`config.mk`:
```
export PLATFORM = sky130hd
export DESIGN_NAME = instruction_fetch
export DESIGN_NICKNAME = d
export VERILOG_FILES = /design/src/rtl/instruction_fetch.sv
export SDC_FILE = /design/constraint.sdc
export NUM_CORES = 1
export LEC_CHECK = 0
export BUFFER_PORTS_ARGS = -buffer_cell sky130_fd_sc_hd__buf_4
export CAP_MARGIN = 20
export CORE_UTILIZATION = 35
export DETAILED_ROUTE_END_ITERATION = 10
export MAX_ROUTING_LAYER = met4
export PLACE_DENSITY = 0.73
export SYNTH_ARGS = -nofsm -noshare
export SYNTH_HDL_FRONTEND = slang
export SYNTH_SLANG_ARGS = --single-unit
```
`constraint.sdc`:
```
create_clock -name clk_i -period 2.45 [get_ports clk_i]
set_input_delay 0.1225 -clock clk_i [delete_from_list [all_inputs] [get_ports clk_i]]
set_output_delay 0.1225 -clock clk_i [all_outputs]
set_load 0.005 [all_outputs]
```
`src/rtl/instruction_fetch.sv`:
```
// ============================================================================
// instruction_fetch : single-stage PC/IF-ID fetch with stall, redirect, wrap.
// Optional macro IF_ADDR_FAULT_EN adds address checking, HALT state, fault_o.
// Revision: 1.0
// ============================================================================
`default_nettype none

module instruction_fetch #(
  parameter int unsigned MEM_DEPTH = 8,
  parameter logic [31:0] RESET_PC  = 32'd0
) (
  input  logic        clk_i,
  input  logic        rst_ni,
  output logic [31:0] imem_addr_o,
  input  logic [31:0] imem_instr_i,
  input  logic        stall_i,
  input  logic        branch_taken_i,
  input  logic [31:0] branch_target_i,
  output logic [31:0] if_id_instr_o,
  output logic [31:0] if_id_pc_o,
  output logic [31:0] if_id_pc_plus1_o,
`ifdef IF_ADDR_FAULT_EN
  output logic        fault_o,
`endif
  output logic        if_id_valid_o
);

`ifdef IF_ADDR_FAULT_EN
  localparam logic [31:0] DEPTH_W = 32'(MEM_DEPTH);
  typedef enum logic [1:0] {BOOT = 2'd0, RUN = 2'd1, HALT = 2'd2} state_e;
  logic fault_q, fault_d;
`else
  localparam logic [31:0] ADDR_MASK = 32'(MEM_DEPTH - 1);
  typedef enum logic [1:0] {BOOT = 2'd0, RUN = 2'd1} state_e;
`endif

  state_e      state_q, state_d;
  logic [31:0] pc_q, pc_d;
  logic [31:0] instr_q, instr_d;
  logic [31:0] idpc_q, idpc_d;
  logic [31:0] idpc1_q, idpc1_d;
  logic        valid_q, valid_d;
  logic [31:0] pc_inc;

  assign pc_inc = pc_q + 32'd1;

  always_ff @(posedge clk_i or negedge rst_ni) begin
    if (!rst_ni) begin
      state_q <= BOOT;
      pc_q    <= RESET_PC;
      instr_q <= 32'd0;
      idpc_q  <= 32'd0;
      idpc1_q <= 32'd0;
      valid_q <= 1'b0;
`ifdef IF_ADDR_FAULT_EN
      fault_q <= 1'b0;
`endif
    end else begin
      state_q <= state_d;
      pc_q    <= pc_d;
      instr_q <= instr_d;
      idpc_q  <= idpc_d;
      idpc1_q <= idpc1_d;
      valid_q <= valid_d;
`ifdef IF_ADDR_FAULT_EN
      fault_q <= fault_d;
`endif
    end
  end

  always_comb begin
    state_d = state_q;
    pc_d    = pc_q;
    instr_d = instr_q;
    idpc_d  = idpc_q;
    idpc1_d = idpc1_q;
    valid_d = valid_q;
`ifdef IF_ADDR_FAULT_EN
    fault_d = fault_q;
`endif
    case (state_q)
      BOOT, RUN: begin
        if (branch_taken_i) begin
          // Redirect squashes the word fetched this cycle; IF/ID pc fields keep their values.
          instr_d = 32'd0;
          valid_d = 1'b0;
          state_d = RUN;
`ifdef IF_ADDR_FAULT_EN
          if (branch_target_i >= DEPTH_W) begin
            state_d = HALT;
            fault_d = 1'b1;
          end else begin
            pc_d = branch_target_i;
          end
`else
          pc_d = branch_target_i & ADDR_MASK;
`endif
        end else if (state_q == BOOT) begin
          state_d = RUN;
          valid_d = 1'b0;
        end else if (!stall_i) begin
`ifdef IF_ADDR_FAULT_EN
          if (pc_inc >= DEPTH_W) begin
            state_d = HALT;
            fault_d = 1'b1;
            instr_d = 32'd0;
            valid_d = 1'b0;
          end else begin
            instr_d = imem_instr_i;
            idpc_d  = pc_q;
            idpc1_d = pc_inc;
            valid_d = 1'b1;
            pc_d    = pc_inc;
          end
`else
          instr_d = imem_instr_i;
          idpc_d  = pc_q;
          idpc1_d = pc_inc;
          valid_d = 1'b1;
          pc_d    = pc_inc & ADDR_MASK;
`endif
        end
      end
`ifdef IF_ADDR_FAULT_EN
      HALT: begin
        state_d = HALT;
      end
`endif
      default: begin
        state_d = BOOT;
      end
    endcase
  end

  assign imem_addr_o      = pc_q;
  assign if_id_instr_o    = instr_q;
  assign if_id_pc_o       = idpc_q;
  assign if_id_pc_plus1_o = idpc1_q;
  assign if_id_valid_o    = valid_q;
`ifdef IF_ADDR_FAULT_EN
  assign fault_o          = fault_q;
`endif

endmodule

`default_nettype wire

```
==> flow_metrics.tcl <==
set metrics [dict create \
    synth_top_area_frac 0.453 \
    placed_cell_area_mm2 0.00277 \
    finalClockSkew_ns 0.00523 \
    setup_viol 0 \
    diodes 0 \
    ys_types 22 \
    cts_sinks 44 \
    final_common_cell "conb_1" \
    drv_slew 0 \
    end_kind "flip-flop" \
    tightestPinTransition_ns 0.564 \
    reg2reg_depth 2 \
    cpPeakStageDelay_ns 0.43 \
    gp_congestion 0.727 \
    die_width_um 85.3 \
    power_uw 1680 \
    yosysSeqAreaShare 0.453 \
    synth_area_leaders "dfrtp_1 45%, buf_4 28%, nand2_1 10%" \
    io_pins 197 \
    cts_buffers 5 \
    synthXorXnorAreaFrac 0.0108 \
    relSlewSlack 0.624 \
    yosysTopAreaCell "dfrtp_1" \
    drc 0 \
    core_area_mm2 0.00676 \
    synth_area_per_cell_um2 9.07 \
    whs_ns 0.0335 \
    worst-path-max-fanout 9 \
    min_period_ns 1.32 \
    critPathArrivalTime_ns 1.51 \
    reg2reg_from "state_q[0]$_DFFE_PN0N_" \
    antenna_found_initial 0 \
    cp-start-kind "flip-flop" \
    syn_to_final_growth_pct 19.0 \
    antenna_left 0 \
    postRouteWirelength_um 4660 \
    wl_met3_um 243 \
    post_cts_buffers 0 \
    regToRegEndpoint "if_id_pc_o[1]$_DFFE_PN0P_" \
    cts.htree.levels 2 \
    p_per_area_mw_per_mm2 581 \
    most-common-layout-cells "87 x conb_1, 84 x buf_4, 67 x nand2_1" \
    cap_violations 0 \
    worstSetupPathType "reg -> reg" \
    grt_pass1_wl_um 7270 \
    yosys.area_share.simple 0.129 \
    first_pass_iters 4 \
    root_buffer "clkbuf_8" \
    critPathSlowestCell "nor3b_4" \
    cts_max_path_buffers 2 \
    synth_fa_ha_area_frac 0.00515 \
    rsz0062_at_grt "no" \
    vias 1729 \
    grt_pass1_vias 1539 \
    synthMuxAreaShare 0.0268 \
    ys_seq_elements 44 \
    die_y_um 85.3 \
    grt_use_total 0.130 \
    vias_per_cell 4.04 \
    final_util 0.428 \
    grt_max_degree 45 \
    synth_top_family_by_area "buffers and inverters" \
    ys.warnings.count 0 \
    path_clk_slew_ns 0.09 \
    status "finished clean" \
    grt.overflow.total 0 \
    wl_per_cell_um 10.9 \
    nets 416 \
    insertion_delay_ns 0.29 \
    max_freq_ghz 0.755 \
    cts_tree "done" \
    syn_area_mm2 0.00243 \
    crit_chain "nor3b_4, mux2_2" \
    crit_start "state_q[0]$_DFFE_PN0N_" \
    num-fill-cells 703 \
    portBuffers 81 \
    tns_ns 0 \
    dieArea_mm2 0.00728 \
    topRoutingLayerUsed "met4" \
    r2r_slack_ns 1.13 \
    cp-endpoint "if_id_pc_o[1]$_DFFE_PN0P_" \
    synth_compound_area_frac 0.0762 \
    cp.required_ns 2.64 \
    power.leakage_uw 0.00153 \
    vdd_ir_drop_max_uv 252 \
    drive_gt1_frac 0.282 \
    final_area_mm2 0.00289 \
    hold_class "in -> reg" \
    post_cts_resized 0 \
    hold_buffers 1 \
    initial_core_util 0.360 \
    wl_met2_um 2390 \
    num_rows 30 \
    synthCells 268 \
    hold_viol_final 0 \
    period_share 0.541 \
    hpwlAfterDp_um 3210 \
    dr.first_iter.drc_count 52 \
    m1WireLength_um 1980 \
]
worst max-delay path, delay by kind of cell, from the launching register on:
kind / cells / cell delay [ns]
DFF: 1 / 0.40
muxes: 1 / 0.38
and+or+nand+nor: 1 / 0.43
kinds of logic (layout without fill, tap and decap cells):
kind of cell    count (synthesis)  count (layout)
compound gates                 37              37
mux                             6               6
simple gates                   75              75
xor+xnor                        3               3
buf+inv                       100              95
flops                          44              44
other cells                     2              87
fa+ha+maj                       1               1
cell usage after synthesis:
master	n
o21ai_0	4
clkbuf_1	2
xor2_1	1
nand2_1	67
nor3b_4	1
xnor2_1	2
nor2_1	1
buf_1	1
conb_1	2
nand2b_1	1
nor2b_1	2
mux2i_1	2
dfrtp_1	44
a21oi_1	33
nand4_1	1
nor3b_1	1
buf_4	90
ha_1	1
nand3b_1	1
buf_2	5
inv_1	2
mux2_2	4
layer usage:
layer	track usage	up-vias
met4	0.0470	0
li1	-	828
met1	0.160	803
met3	0.0272	4
met5	-	-
met2	0.213	94
per-stage QoR:
| step | setup slack, ns | cells |
|---|---|---|
| floorplan | 1.25 | 353 |
| global placement | 1.09 | 419 |
| detailed placement | 1.08 | 419 |
| CTS | 1.11 | 428 |
| global route | 1.05 | 428 |
| finish | 1.13 | 428 |
layout make-up:
class                           count  area (um^2)  share of cell area
Sequential cell                    44         1100               0.381
Clock inverter                      3         42.5              0.0147
Multi-Input combinational cell    209          932               0.322
Tap cell                           80          100              0.0346
Timing Repair Buffer               85          641               0.221
Inverter                            2         7.51             0.00260
Clock buffer                        5         68.8              0.0238
power breakdown:
part           switching, uW  internal (uW)  total, uW
logic                    146            155        301
registers               37.8            783        821
clock network            255            302        557
how the worst min path moves through the flow:
stage | start | end | cells after the start
finish | branch_target_i[0] | imem_addr_o[0]$_DFFE_PN0P_ | 3
global placement | rst_ni | if_id_pc_o[0]$_DFFE_PN0P_ | 1
global route | branch_target_i[0] | imem_addr_o[0]$_DFFE_PN0P_ | 3
floorplan | rst_ni | if_id_instr_o[0]$_DFFE_PN0P_ | 0
CTS | branch_target_i[0] | imem_addr_o[0]$_DFFE_PN0P_ | 3
detailed placement | rst_ni | if_id_pc_o[0]$_DFFE_PN0P_ | 1
sequential cells by signal, summed over array words and instances, names as in the netlist:
| signal | count |
|---|---|
| state_q | 1 |
| if_id_pc_o | 3 |
| if_id_valid_o | 1 |
| if_id_instr_o | 32 |
| imem_addr_o | 3 |
| if_id_pc_plus1_o | 4 |
No activity file was read; power rests on OpenSTA's default activity.
